### src/rtl/pgm_pkg.sv
// Shared types and constants for the packet-generator replay path.
// Holds RAM geometry, word tags and the scheduler state encoding.
package pgm_pkg;

  localparam int RAM_AW = 7;
  localparam int WORD_W = 134;
  localparam int RAM_DW = 144;

  localparam logic [1:0] TAG_HEAD = 2'b01;
  localparam logic [1:0] TAG_BODY = 2'b11;
  localparam logic [1:0] TAG_TAIL = 2'b10;

  typedef enum logic [2:0] {
    S_IDLE,
    S_ARM,
    S_READ,
    S_GAP,
    S_DRAIN,
    S_DONE
  } sched_state_e;

  function automatic logic is_tail(input logic [WORD_W-1:0] word);
    return word[WORD_W-1 -: 2] == TAG_TAIL;
  endfunction

endpackage

### src/rtl/pgm_gap_cnt.sv
// Loadable down-counter timing the idle gap between packet copies.
// o_tc flags the last gap cycle (count value 1).
module pgm_gap_cnt #(
  parameter int GAP_W = 16
) (
  input  logic             clk,
  input  logic             rst_n,
  input  logic             i_load,
  input  logic [GAP_W-1:0] i_load_val,
  input  logic             i_dec,
  output logic             o_tc
);

  logic [GAP_W-1:0] r_cnt;

  always_ff @(posedge clk or negedge rst_n) begin
    if (!rst_n) begin
      r_cnt <= '0;
    end else if (i_load) begin
      r_cnt <= i_load_val;
    end else if (i_dec && (r_cnt != '0)) begin
      r_cnt <= r_cnt - GAP_W'(1);
    end
  end

  assign o_tc = (r_cnt == GAP_W'(1));

endmodule

### src/rtl/pgm_sched.sv
// Replays the packet stored in PGM_RAM cfg_pkt_num times with cfg_gap idle
// cycles between copies; RAM read data is forwarded with a 2-cycle latency.
module pgm_sched #(
  parameter int RAM_AW = pgm_pkg::RAM_AW,
  parameter int CNT_W  = 32,
  parameter int GAP_W  = 16
) (
  input  logic                       clk,
  input  logic                       rst_n,
  input  logic                       in_start,
  input  logic [RAM_AW-1:0]          in_last_addr,
  input  logic [CNT_W-1:0]           cfg_pkt_num,
  input  logic [GAP_W-1:0]           cfg_gap,
  input  logic                       in_abort,
  output logic                       sched2ram_rd_en,
  output logic [RAM_AW-1:0]          sched2ram_addr,
  input  logic [pgm_pkg::RAM_DW-1:0] ram2sched_rdata,
  output logic [pgm_pkg::WORD_W-1:0] out_data,
  output logic                       out_data_wr,
  output logic                       out_valid,
  output logic                       out_valid_wr,
  input  logic                       in_alf,
  output logic                       out_busy,
  output logic                       out_finish,
  output logic                       out_err,
  output logic [CNT_W-1:0]           out_sent_cnt
);
  import pgm_pkg::*;

  sched_state_e      r_state;
  sched_state_e      w_state_nxt;
  logic [RAM_AW-1:0] r_addr;
  logic [RAM_AW-1:0] w_addr_nxt;
  logic [RAM_AW-1:0] r_last_addr;
  logic [CNT_W-1:0]  r_pkt_num;
  logic [GAP_W-1:0]  r_gap;
  logic [CNT_W-1:0]  r_sent_cnt;
  logic              r_abort;
  logic              r_busy;
  logic              r_finish;
  logic              r_err;

  logic              w_accept;
  logic              w_reject;
  logic              w_last_rd;
  logic              w_abort;
  logic              w_gap_load;
  logic              w_gap_dec;
  logic              w_gap_tc;

  logic              r_vld_p1;
  logic [WORD_W-1:0] r_data_p2;
  logic              r_vld_p2;
  logic              r_tail_p2;
  logic              w_unused_rdata;

  assign w_accept  = (r_state == S_IDLE) && in_start && (in_last_addr != '0);
  assign w_reject  = (r_state == S_IDLE) && in_start && (in_last_addr == '0);
  assign w_last_rd = (r_state == S_READ) && (r_addr == r_last_addr);
  assign w_abort   = r_abort || in_abort;

  pgm_gap_cnt #(
    .GAP_W (GAP_W)
  ) u_gap_cnt (
    .clk        (clk),
    .rst_n      (rst_n),
    .i_load     (w_gap_load),
    .i_load_val (r_gap),
    .i_dec      (w_gap_dec),
    .o_tc       (w_gap_tc)
  );

  // Copy boundaries go straight to READ when downstream has room, so the
  // output shows exactly cfg_gap idle cycles; ARM only absorbs in_alf stalls.
  always_comb begin
    w_state_nxt = r_state;
    w_addr_nxt  = r_addr;
    w_gap_load  = 1'b0;
    w_gap_dec   = 1'b0;
    case (r_state)
      S_IDLE: begin
        if (w_accept) begin
          w_state_nxt = (cfg_pkt_num == '0) ? S_DONE : S_ARM;
        end
      end
      S_ARM: begin
        if (w_abort) begin
          w_state_nxt = S_DRAIN;
        end else if (!in_alf) begin
          w_state_nxt = S_READ;
        end
      end
      S_READ: begin
        w_addr_nxt = r_addr + RAM_AW'(1);
        if (w_last_rd) begin
          w_addr_nxt = '0;
          if (((r_sent_cnt + CNT_W'(1)) == r_pkt_num) || w_abort) begin
            w_state_nxt = S_DRAIN;
          end else if (r_gap == '0) begin
            w_state_nxt = in_alf ? S_ARM : S_READ;
          end else begin
            w_state_nxt = S_GAP;
            w_gap_load  = 1'b1;
          end
        end
      end
      S_GAP: begin
        w_gap_dec = 1'b1;
        if (w_abort) begin
          w_state_nxt = S_DRAIN;
        end else if (w_gap_tc) begin
          w_state_nxt = in_alf ? S_ARM : S_READ;
        end
      end
      S_DRAIN: w_state_nxt = S_DONE;
      S_DONE:  w_state_nxt = S_IDLE;
      default: w_state_nxt = S_IDLE;
    endcase
  end

  always_ff @(posedge clk or negedge rst_n) begin
    if (!rst_n) begin
      r_state     <= S_IDLE;
      r_addr      <= '0;
      r_last_addr <= '0;
      r_pkt_num   <= '0;
      r_gap       <= '0;
      r_sent_cnt  <= '0;
      r_abort     <= 1'b0;
      r_busy      <= 1'b0;
      r_finish    <= 1'b0;
      r_err       <= 1'b0;
    end else begin
      r_state  <= w_state_nxt;
      r_addr   <= w_addr_nxt;
      r_finish <= (r_state == S_DONE);
      r_err    <= w_reject;
      if (w_accept) begin
        r_last_addr <= in_last_addr;
        r_pkt_num   <= cfg_pkt_num;
        r_gap       <= cfg_gap;
        r_sent_cnt  <= '0;
        r_busy      <= 1'b1;
      end else if (w_last_rd) begin
        r_sent_cnt <= r_sent_cnt + CNT_W'(1);
      end
      if (r_state == S_DONE) begin
        r_busy <= 1'b0;
      end
      if (r_state == S_DONE) begin
        r_abort <= 1'b0;
      end else if ((r_state != S_IDLE) && in_abort) begin
        r_abort <= 1'b1;
      end
    end
  end

  // p1: RAM data valid; p2: registered output word
  always_ff @(posedge clk or negedge rst_n) begin
    if (!rst_n) begin
      r_vld_p1  <= 1'b0;
      r_data_p2 <= '0;
      r_vld_p2  <= 1'b0;
      r_tail_p2 <= 1'b0;
    end else begin
      r_vld_p1  <= sched2ram_rd_en;
      r_vld_p2  <= r_vld_p1;
      r_tail_p2 <= r_vld_p1 && is_tail(ram2sched_rdata[WORD_W-1:0]);
      if (r_vld_p1) begin
        r_data_p2 <= ram2sched_rdata[WORD_W-1:0];
      end
    end
  end

  assign w_unused_rdata  = ^ram2sched_rdata[RAM_DW-1:WORD_W];

  assign sched2ram_rd_en = (r_state == S_READ);
  assign sched2ram_addr  = r_addr;
  assign out_data        = r_data_p2;
  assign out_data_wr     = r_vld_p2;
  assign out_valid       = r_tail_p2;
  assign out_valid_wr    = r_tail_p2;
  assign out_busy        = r_busy;
  assign out_finish      = r_finish;
  assign out_err         = r_err;
  assign out_sent_cnt    = r_sent_cnt;

endmodule

### config.mk
export PLATFORM = sky130hd
export DESIGN_NAME = pgm_sched
export DESIGN_NICKNAME = d
export VERILOG_FILES = /design/src/rtl/pgm_pkg.sv /design/src/rtl/pgm_gap_cnt.sv /design/src/rtl/pgm_sched.sv
export SDC_FILE = /design/constraint.sdc
export NUM_CORES = 1
export LEC_CHECK = 0
export BUFFER_PORTS_ARGS = -buffer_cell sky130_fd_sc_hd__clkbuf_2
export CORE_UTILIZATION = 45
export DETAILED_ROUTE_END_ITERATION = 7
export GPL_TIMING_DRIVEN = 0
export PLACE_DENSITY_LB_ADDON = 0.08
export SETUP_SLACK_MARGIN = 0.4
export SYNTH_ARGS = -nofsm -noshare
export SYNTH_HDL_FRONTEND = slang
export SYNTH_SLANG_ARGS = --single-unit
export TNS_END_PERCENT = 100
### constraint.sdc
create_clock -name clk -period 7.3 [get_ports clk]
set_input_delay 1.46 -clock clk [delete_from_list [all_inputs] [get_ports clk]]
set_output_delay 1.46 -clock clk [all_outputs]
set_load 0.02 [all_outputs]
==> results.sh, run 1 <==
export IMPL_outcome="finished clean"
export IMPL_ir_worst_vdd_v=0.0002708
export IMPL_ys_warnings_count=0
export IMPL_cp_num_buf_inv=5
export IMPL_ys_seq_elements=254
export IMPL_cts_tree="done"
export IMPL_cts_root_buf="clkbuf_16"
export IMPL_synthTopCellsByArea="dfrtp_1, mux2_2, nand2_1"
export IMPL_finClkSkew_ps=12.85
export IMPL_drtPass1Iterations=5
export IMPL_crit_type="register to output pin"
export IMPL_hold_viol=0
export IMPL_setup_tns_ps=0
export IMPL_die_area_um2=27170
export IMPL_yosysSeqAreaShare_pct=53.27
export IMPL_cp_top_family="buffers and inverters"
export IMPL_synthToLayoutAreaGrowth_pct=27.34
export IMPL_core_area_um2=26060
export IMPL_clk_latency_ps=540
export IMPL_row_count=59
export IMPL_synth_ff_type="dfrtp_1"
export IMPL_worstPathArrival_ps=2660
export IMPL_gp_congestion=0.9034
export IMPL_initial_core_util_pct=45.79
export IMPL_synth_area_um2=11930
export IMPL_path_max_fanout=11
export IMPL_hold_path_class="register to register"
export IMPL_path_cells="buf_4 > nor2b_1 > nand2b_1 > clkbuf_1 > inv_1 > clkbuf_1 > clkbuf_2"
export IMPL_ctsLongestPathBuffers=3
export IMPL_finalCriticalPeriod_ps=4115
export IMPL_antenna_found_initial=5
export IMPL_synth_most_common_cell="dfrtp_1"
export IMPL_cp_common_cell="clkbuf_1"
export IMPL_relSlewSlack_pct=27.59
export IMPL_wire_per_inst_um=19.19
export IMPL_fmax_ghz=0.2430
export IMPL_worstHoldStart="r_vld_p1"
export IMPL_fill_cells=2333
export IMPL_grt_pass1_vias=9786
export IMPL_end_kind="output pin"
export IMPL_wl_um=36430
export IMPL_synth_cells=1134
export IMPL_cts_hold_buffers=0
export IMPL_yosys_top_cells_count="dfrtp_1, nand2_1, mux2_2, o21ai_0, nor2_1"
export IMPL_die_x_um=164.8
export IMPL_ys_types=64
export IMPL_syn_area_per_cell_um2=10.52
export IMPL_cp_data_required_time_ps=5840
export IMPL_p_total_mw=5.790
export IMPL_cts_max_level=1
export IMPL_synth_nets=1342
export IMPL_rsz0062_at_grt="no"
export IMPL_portBuffers=373
export IMPL_maxSlewViolCount=0
export IMPL_period_share_pct=56.37
export IMPL_synth_enable_flop_cells=0
export IMPL_finalWorstSetupSlack_ps=3185
export IMPL_cts_setup_buffers=0
export IMPL_tightestPinTransition_ps=1076
export IMPL_r2r_start="out_sent_cnt[11]"
export IMPL_cts_made_buffers=28
export IMPL_post_dp_hpwl_um=28270
export IMPL_avgViaCountPerCell=5.383
export IMPL_dp_cells=1844
export IMPL_holdPathStages=0
export IMPL_drive_above_1_share_pct=37.61
export IMPL_finalNetCount=1747
export IMPL_path_clk_slew_ps=60
export IMPL_finalInstanceArea_um2=15190
export IMPL_grt_usage_pct=26.39
export IMPL_drtIter0Drc=643
export IMPL_dp_slack_ps=2927
export IMPL_crit_path_max_incr_delay_ps=520
export IMPL_whs_endpoint="out_data_wr"
export IMPL_vias=10220
export IMPL_p_leak_nw=7.424
export IMPL_grt_pass1_wl_um=54890
export IMPL_setup_viol=0
export IMPL_grt_ovfl_total=0
export IMPL_stdcell_count=1898
export IMPL_yosysTopAreaCell="dfrtp_1"
export IMPL_die_y_um=164.8
export IMPL_synth_async_reset_ratio_pct=100.0
export IMPL_cts_resized=0
export IMPL_drcViolationCount=0
export IMPL_max_cap_violations=0
export IMPL_rrSetupSlack_ps=3280
export IMPL_r2r_end="r_state[0]"
export IMPL_reg2regPathDepth=9
export IMPL_ant_nets=0
export IMPL_grt_start_max_net_pins=92
export IMPL_cpMaxStageDelayCell="clkbuf_1"
export IMPL_startpoint_type="register"
export IMPL_cts_sinks=254
export IMPL_power_density_nw_per_um2=381.1
export IMPL_ioPinCount=384
export IMPL_dpl_cell_area_um2=14290
export IMPL_synth_top_area_share_pct=53.27
==> flip-flops by register name, indices dropped and copies added (netlist names) <==
name,count
sched2ram_addr,7
r_abort,1
r_last_addr,7
out_data_wr,1
r_state,3
out_finish,1
out_busy,1
out_sent_cnt,32
out_err,1
out_data,134
out_valid,1
r_gap,16
r_vld_p1,1
r_pkt_num,32
u_gap_cnt.r_cnt,16
==> worst max path at each step <==
stage / cells past startpoint / to / from / slack (ps)
2_1_floorplan: 7 / out_sent_cnt[6] / in_start / 3950
3_3_place_gp: 1 / out_data[32] / rst_n / -570
3_5_place_dp: 8 / out_sent_cnt[4] / in_start / 2930
4_1_cts: 7 / sched2ram_rd_en / r_state[2] / 3140
5_1_grt: 7 / sched2ram_rd_en / r_state[2] / 3000
6_report: 7 / sched2ram_rd_en / r_state[2] / 3180
==> per-stage QoR <==
stage	hold WS (ps)	util, %
5_1_grt	399.2	58.29
2_1_floorplan	351.9	-
3_3_place_gp	356.1	54.56
4_1_cts	385.8	58.23
3_5_place_dp	378.1	54.83
6_report	385.6	58.30
==> where the power goes <==
group	internal, mW	switching (mW)
clock	0.781	0.565
combinational	0.891	1.27
sequential	1.94	0.343
total	3.61	2.18
==> area by class of cell <==
class | count | area, um^2 | area share, %
flip-flops and latches | 254 | 6356 | 41.83
diodes | 5 | 12.51 | 0.08235
plain buffers | 66 | 270.3 | 1.779
repair buffers | 375 | 1931 | 12.71
multi-input cells | 801 | 5269 | 34.68
clock inverters | 10 | 65.06 | 0.4282
well taps | 335 | 419.2 | 2.759
inverters | 13 | 48.80 | 0.3212
clock buffers | 39 | 822.0 | 5.411
==> worst register-to-register path, cell delays in order, from the launching register on <==
cell	delay (ps)
dfrtp_1	330
clkbuf_1	370
nand4_1	370
nor3_2	750
o221ai_1	290
a311oi_1	320
o2111ai_1	150
or4_1	540
nor4_1	590
o311ai_1	170
==> per-layer routing <==
layer	track usage [%]	vias up	routed length [um]	share of wire, %
li1	-	4850	-	-
met1	34.00	4962	14780	41
met2	43.96	350	18270	50
met3	5.073	52	2409	6.6
met4	9.800	2	950	2.6
met5	0	-	17	0.047
==> placed cells by master (no fill, tap or decap), types with 12 or more instances in the layout <==
cell	n
a21oi_1	33
a31oi_1	13
and3_1	18
buf_2	12
clkbuf_1	54
clkbuf_16	28
clkbuf_2	372
dfrtp_1	254
inv_1	13
mux2_2	138
nand2_1	204
nand3_1	26
nand4_1	24
nor2_1	59
nor3_1	19
nor4_1	25
o21ai_0	62
o31ai_1	16
xnor2_1	32
xor2_1	22
==> cells by family (layout without fill, tap and decap cells) <==
| family | after synthesis | in the layout | share of synthesized area, % |
|---|---|---|---|
| AO/OA/AOI/OAI | 162 | 162 | 8.411 |
| XOR/XNOR | 54 | 54 | 3.964 |
| adder cells (fa/ha/maj) | 4 | 4 | 0.4195 |
| buffers and inverters | 79 | 503 | 2.674 |
| flip-flops | 254 | 254 | 53.27 |
| multiplexers | 142 | 142 | 13.36 |
| other | 0 | 5 | 0 |
| AND/OR/NAND/NOR | 439 | 439 | 17.90 |
Power figures use the tool's default switching activity.
==> inputs of run 2 (changes only) <==
==> constraint.sdc (replaced) <==
create_clock -name clk -period 4.1 [get_ports clk]
set_input_delay 0.82 -clock clk [delete_from_list [all_inputs] [get_ports clk]]
set_output_delay 0.82 -clock clk [all_outputs]
set_load 0.02 [all_outputs]
==> results.sh, run 2 (synthesized netlist as in run 1, its figures left out) <==
export IMPL_grt_pass1_wl_um=54990
export IMPL_comb_power_share_pct=37.4
export IMPL_cp_data_required_time_ps=3280
export IMPL_switching_share_pct=37.74
export IMPL_final_cell_mix="clkbuf_2, dfrtp_1, nand2_1, mux2_2, o21ai_0"
export IMPL_top_usage_layer="met2"
export IMPL_finalNetCount=1752
export IMPL_hold_path_class="input port to async pin"
export IMPL_finClkSkew_ps=11.37
export IMPL_met2_usage_pct=43.98
export IMPL_ant_nets=0
export IMPL_hold_viol=0
export IMPL_power_density_nw_per_um2=674.3
export IMPL_antenna_found_initial=5
export IMPL_post_dp_hpwl_um=28270
export IMPL_worstPathArrival_ps=2670
export IMPL_path_max_fanout=11
export IMPL_p_switching_mw=3.896
export IMPL_stdcell_count=1903
export IMPL_drtIter0Drc=607
export IMPL_die_x_um=164.8
export IMPL_ioPinCount=384
export IMPL_end_kind="output pin"
export IMPL_cts_tree="done"
export IMPL_final_common_cell="clkbuf_2"
export IMPL_ctsLongestPathBuffers=3
export IMPL_cts_sinks=254
export IMPL_grt_start_max_net_pins=92
export IMPL_cts_root_buf="clkbuf_16"
export IMPL_grt_ovfl_total=0
export IMPL_p_total_mw=10.32
export IMPL_drcViolationCount=0
export IMPL_fmax_ghz=0.2862
export IMPL_setup_viol=0
export IMPL_ir_worst_vdd_v=0.0004821
export IMPL_relSlewSlack_pct=36.43
export IMPL_vias=10280
export IMPL_largest_register_ffs=134
export IMPL_max_cap_violations=0
export IMPL_grt_usage_pct=26.43
export IMPL_maxSlewViolCount=0
export IMPL_crit_type="register to output pin"
export IMPL_grt_pass1_vias=9802
export IMPL_fill_cells=2325
export IMPL_synthToLayoutAreaGrowth_pct=28.31
export IMPL_grtUsageMet1_pct=33.98
export IMPL_startpoint_type="register"
export IMPL_initial_core_util_pct=45.79
export IMPL_cts_max_level=1
export IMPL_die_area_um2=27170
export IMPL_avgViaCountPerCell=5.403
export IMPL_rsz0062_at_grt="yes"
export IMPL_pwr_share_clk_pct=23.3
export IMPL_p_leak_nw=7.507
export IMPL_p_int_mw=6.427
export IMPL_portBuffers=373
export IMPL_wl_um=36560
export IMPL_drtPass1Iterations=5
export IMPL_row_count=59
export IMPL_period_share_pct=85.22
export IMPL_setup_tns_ps=0
export IMPL_clk_latency_ps=540
export IMPL_path_clk_slew_ps=60
export IMPL_finalCriticalPeriod_ps=3494
export IMPL_drive_above_1_share_pct=38.58
export IMPL_gp_congestion=0.9034
export IMPL_wire_per_inst_um=19.21
export IMPL_core_area_um2=26060
export IMPL_die_y_um=164.8
export IMPL_outcome="finished clean"
export IMPL_tightestPinTransition_ps=945.7
export IMPL_seq_power_share_pct=39.3
export IMPL_met3_usage_pct=5.123
export IMPL_cts_made_buffers=28
export IMPL_dp_cells=1844
## run 2: changes by cell type in the layout (fill, tap and decap cells not counted), sizes merged
cell / previous run / this run
buf: 17 / 22
## run 2: critical path, cell delays in order (launching register included)
cell      delay, ps
dfrtp_1         360
buf_4           160
nor2b_1         300
nand2b_1         90
clkbuf_1        190
inv_1           210
clkbuf_1        540
clkbuf_2        280
## run 2: power groups by stage
stage	Sequential (mW)	Clock (mW)	Combinational, mW
final	4.06	2.40	3.86
after detailed placement	4.10	0	3.87
after CTS	4.06	2.46	3.88
after global routing	4.18	2.57	4.24
after global placement	4.06	0	3.81
after floorplan	4.76	0	1.77
## run 2: final timing paths
| kind | start | to | slack [ps] | cells after the start |
|---|---|---|---|---|
| worst min-delay path | rst_n | out_data[127] | 310 | 1 |
| max in group asynchronous | rst_n | out_data[28] | 2540 | 3 |
| worst max-delay path | r_state[2] | sched2ram_rd_en | 610 | 7 |
| min in group clk | r_vld_p1 | out_data_wr | 390 | 0 |
| worst max register to register | out_sent_cnt[19] | r_state[0] | 610 | 9 |
| worst min register to register | r_vld_p1 | out_data_wr | 390 | 0 |
## run 2: timing repair
action / in CTS / in global routing
hold buffers: 0 / 0
setup buffers: 0 / 5
gates resized for setup: 5 / 12
pin swaps: 0 / 3
gates cloned: 0 / 0
setup endpoints to repair: 12 / 18
## run 2: area by class of cell
type / instances / area [um^2] / share of cell area (%)
Antenna cell: 5 / 12.51 / 0.08173
Tap cell: 335 / 419.2 / 2.738
Timing Repair Buffer: 380 / 1968 / 12.86
Multi-Input combinational cell: 801 / 5344 / 34.91
Clock inverter: 10 / 65.06 / 0.4250
Inverter: 13 / 48.80 / 0.3187
Buffer: 66 / 274.0 / 1.790
Clock buffer: 39 / 822.0 / 5.369
Sequential cell: 254 / 6356 / 41.52
## run 2: routing by layer
metal	wire length [um]	part of all wire, %
met3	2476	6.8
met4	1099	3.0
met5	17	0.047
met2	18220	50
met1	14750	40
## run 2: metrics by stage
stage               area (um^2)  worst slack (ps)  util (%)  hold WS, ps
floorplan                 11930             997.1         -        351.9
global placement          14220             -3125     54.56        356.1
detailed placement        14290             179.7     54.83        378.1
CTS                       15200             495.6     58.33        330.4
global route              15310             363.3     58.74        350.3
finish                    15310             605.9     58.75        308.0
==> inputs of run 3 (changes only) <==
==> constraint.sdc (replaced) <==
create_clock -name clk -period 4.1 [get_ports clk]
set_input_delay 0 -clock clk [delete_from_list [all_inputs] [get_ports clk]]
set_output_delay 0 -clock clk [all_outputs]
set_load 0.02 [all_outputs]
==> results.sh, run 3 (synthesized netlist as in run 1, its figures left out) <==
export IMPL_setup_viol=0
export IMPL_grtUsageMet1_pct=36.08
export IMPL_cpMaxStageDelayCell="or4_1"
export IMPL_post_dp_hpwl_um=28270
export IMPL_cp_data_required_time_ps=4500
export IMPL_tightestPinTransition_ps=957.7
export IMPL_startpoint_type="register"
export IMPL_cts_root_buf="clkbuf_16"
export IMPL_hold_path_class="input port to async pin"
export IMPL_met3_usage_pct=6.429
export IMPL_finClkSkew_ps=13.12
export IMPL_switching_share_pct=38.29
export IMPL_grt_pass1_wl_um=61500
export IMPL_fill_cells=2042
export IMPL_end_kind="register"
export IMPL_grt_usage_pct=29.53
export IMPL_crit_path_max_incr_delay_ps=490
export IMPL_drtPass1Iterations=6
export IMPL_hold_viol=0
export IMPL_max_cap_violations=0
export IMPL_fmax_ghz=0.2853
export IMPL_grt_pass1_vias=11280
export IMPL_ir_worst_vdd_v=0.0004953
export IMPL_largest_register_ffs=134
export IMPL_hold_worst_slack_ps=45.26
export IMPL_core_area_um2=26060
export IMPL_portBuffers=373
export IMPL_synthToLayoutAreaGrowth_pct=45.22
export IMPL_rsz0062_at_grt="yes"
export IMPL_worstPathArrival_ps=3910
export IMPL_outcome="finished clean"
export IMPL_seq_power_share_pct=38.6
export IMPL_ctsLongestPathBuffers=3
export IMPL_path_cells="clkbuf_1 > nand4_1 > nor4_1 > and4_1 > nor2_1 > or4b_1 > or4_1 > nor4_2 > o311ai_1"
export IMPL_p_leak_nw=8.331
export IMPL_cts_sinks=254
export IMPL_finalNetCount=1952
export IMPL_cts_made_buffers=28
export IMPL_avgViaCountPerCell=5.353
export IMPL_initial_core_util_pct=45.79
export IMPL_finalCriticalPeriod_ps=3505
export IMPL_drcViolationCount=0
export IMPL_crit_type="register to register"
export IMPL_ioPinCount=384
export IMPL_relSlewSlack_pct=35.62
export IMPL_die_y_um=164.8
export IMPL_wl_um=40960
export IMPL_cts_max_level=1
export IMPL_final_cell_mix="clkbuf_2, dfrtp_1, nand2_1, dlygate4sd3_1, mux2_2"
export IMPL_grt_start_max_net_pins=92
export IMPL_period_share_pct=85.49
export IMPL_wire_per_inst_um=19.42
export IMPL_p_int_mw=6.564
export IMPL_vias=11290
export IMPL_antenna_found_initial=11
export IMPL_p_total_mw=10.64
export IMPL_cts_tree="done"
export IMPL_p_switching_mw=4.073
export IMPL_gp_congestion=0.9034
export IMPL_final_common_cell="clkbuf_2"
export IMPL_met2_usage_pct=49.56
export IMPL_grt_ovfl_total=0
export IMPL_path_max_fanout=8
export IMPL_die_area_um2=27170
export IMPL_path_clk_slew_ps=60
export IMPL_maxSlewViolCount=0
export IMPL_die_x_um=164.8
export IMPL_row_count=59
export IMPL_comb_power_share_pct=38.7
export IMPL_drive_above_1_share_pct=34.20
export IMPL_drtIter0Drc=744
export IMPL_power_density_nw_per_um2=613.9
export IMPL_clk_latency_ps=540
export IMPL_pwr_share_clk_pct=22.7
export IMPL_top_usage_layer="met2"
export IMPL_ant_nets=0
-- run 3: critical path: cells and delay by family, from the launching register on --
| kind | cells | cell delay (ps) |
|---|---|---|
| AO/OA/AOI/OAI | 1 | 150 |
| buffers and inverters | 1 | 320 |
| flip-flops | 1 | 340 |
| AND/OR/NAND/NOR | 7 | 2550 |
-- run 3: worst paths after layout --
check,cells past startpoint,end,startpoint,slack [ps]
setup / recovery,9,r_state[0],out_sent_cnt[19],590
hold / removal,2,out_data[127],rst_n,50
setup reg to reg,9,r_state[0],out_sent_cnt[19],590
hold reg to reg,0,out_data_wr,r_vld_p1,390
max in group asynchronous,4,out_data[77],rst_n,2790
min in group clk,4,r_gap[5],cfg_gap[5],190
-- run 3: repair_timing --
action | in CTS | in global routing
buffers inserted | 0 | 5
hold buffers | 200 | 0
resized for setup | 5 | 12
hold endpoints to repair | 276 | 0
pin swaps | 0 | 3
setup endpoints to repair | 12 | 17
-- run 3: layout make-up --
cell class / instances / area, um^2 / share of cell area [%]
diodes: 11 / 27.53 / 0.1589
plain buffers: 66 / 274.0 / 1.581
clock buffers: 39 / 822.0 / 4.744
clock inverters: 10 / 65.06 / 0.3755
inverters: 13 / 48.80 / 0.2816
multi-input cells: 801 / 5344 / 30.84
flip-flops and latches: 254 / 6356 / 36.68
well taps: 335 / 419.2 / 2.419
repair buffers: 580 / 3970 / 22.91
-- run 3: metrics by stage --
stage | cells | area (um^2) | setup TNS, ps | worst slack [ps] | util, %
4_1_cts | 2093 | 17200 | 0 | 495.6 | 66.01
5_1_grt | 2108 | 17320 | 0 | 363.5 | 66.48
3_5_place_dp | 1844 | 14290 | 0 | 179.7 | 54.83
6_report | 2109 | 17330 | 0 | 594.7 | 66.49
3_3_place_gp | 1842 | 14220 | -578510 | -2305 | 54.56
2_1_floorplan | 1134 | 11930 | 0 | 997.1 | -
-- run 3: power by group through the flow --
stage,combinational (mW),sequential (mW),clock [mW]
after floorplan,1.77,4.76,0
after global placement,3.81,4.06,0
after detailed placement,3.87,4.10,0
after CTS,4.06,4.06,2.46
after global routing,4.47,4.21,2.57
final,4.12,4.10,2.41
-- run 3: per-layer routing --
metal / wire (um) / up-vias
li1: - / 5257
met1: 15920 / 5462
met2: 20390 / 450
met3: 2900 / 118
met4: 1735 / 2
met5: 13 / -
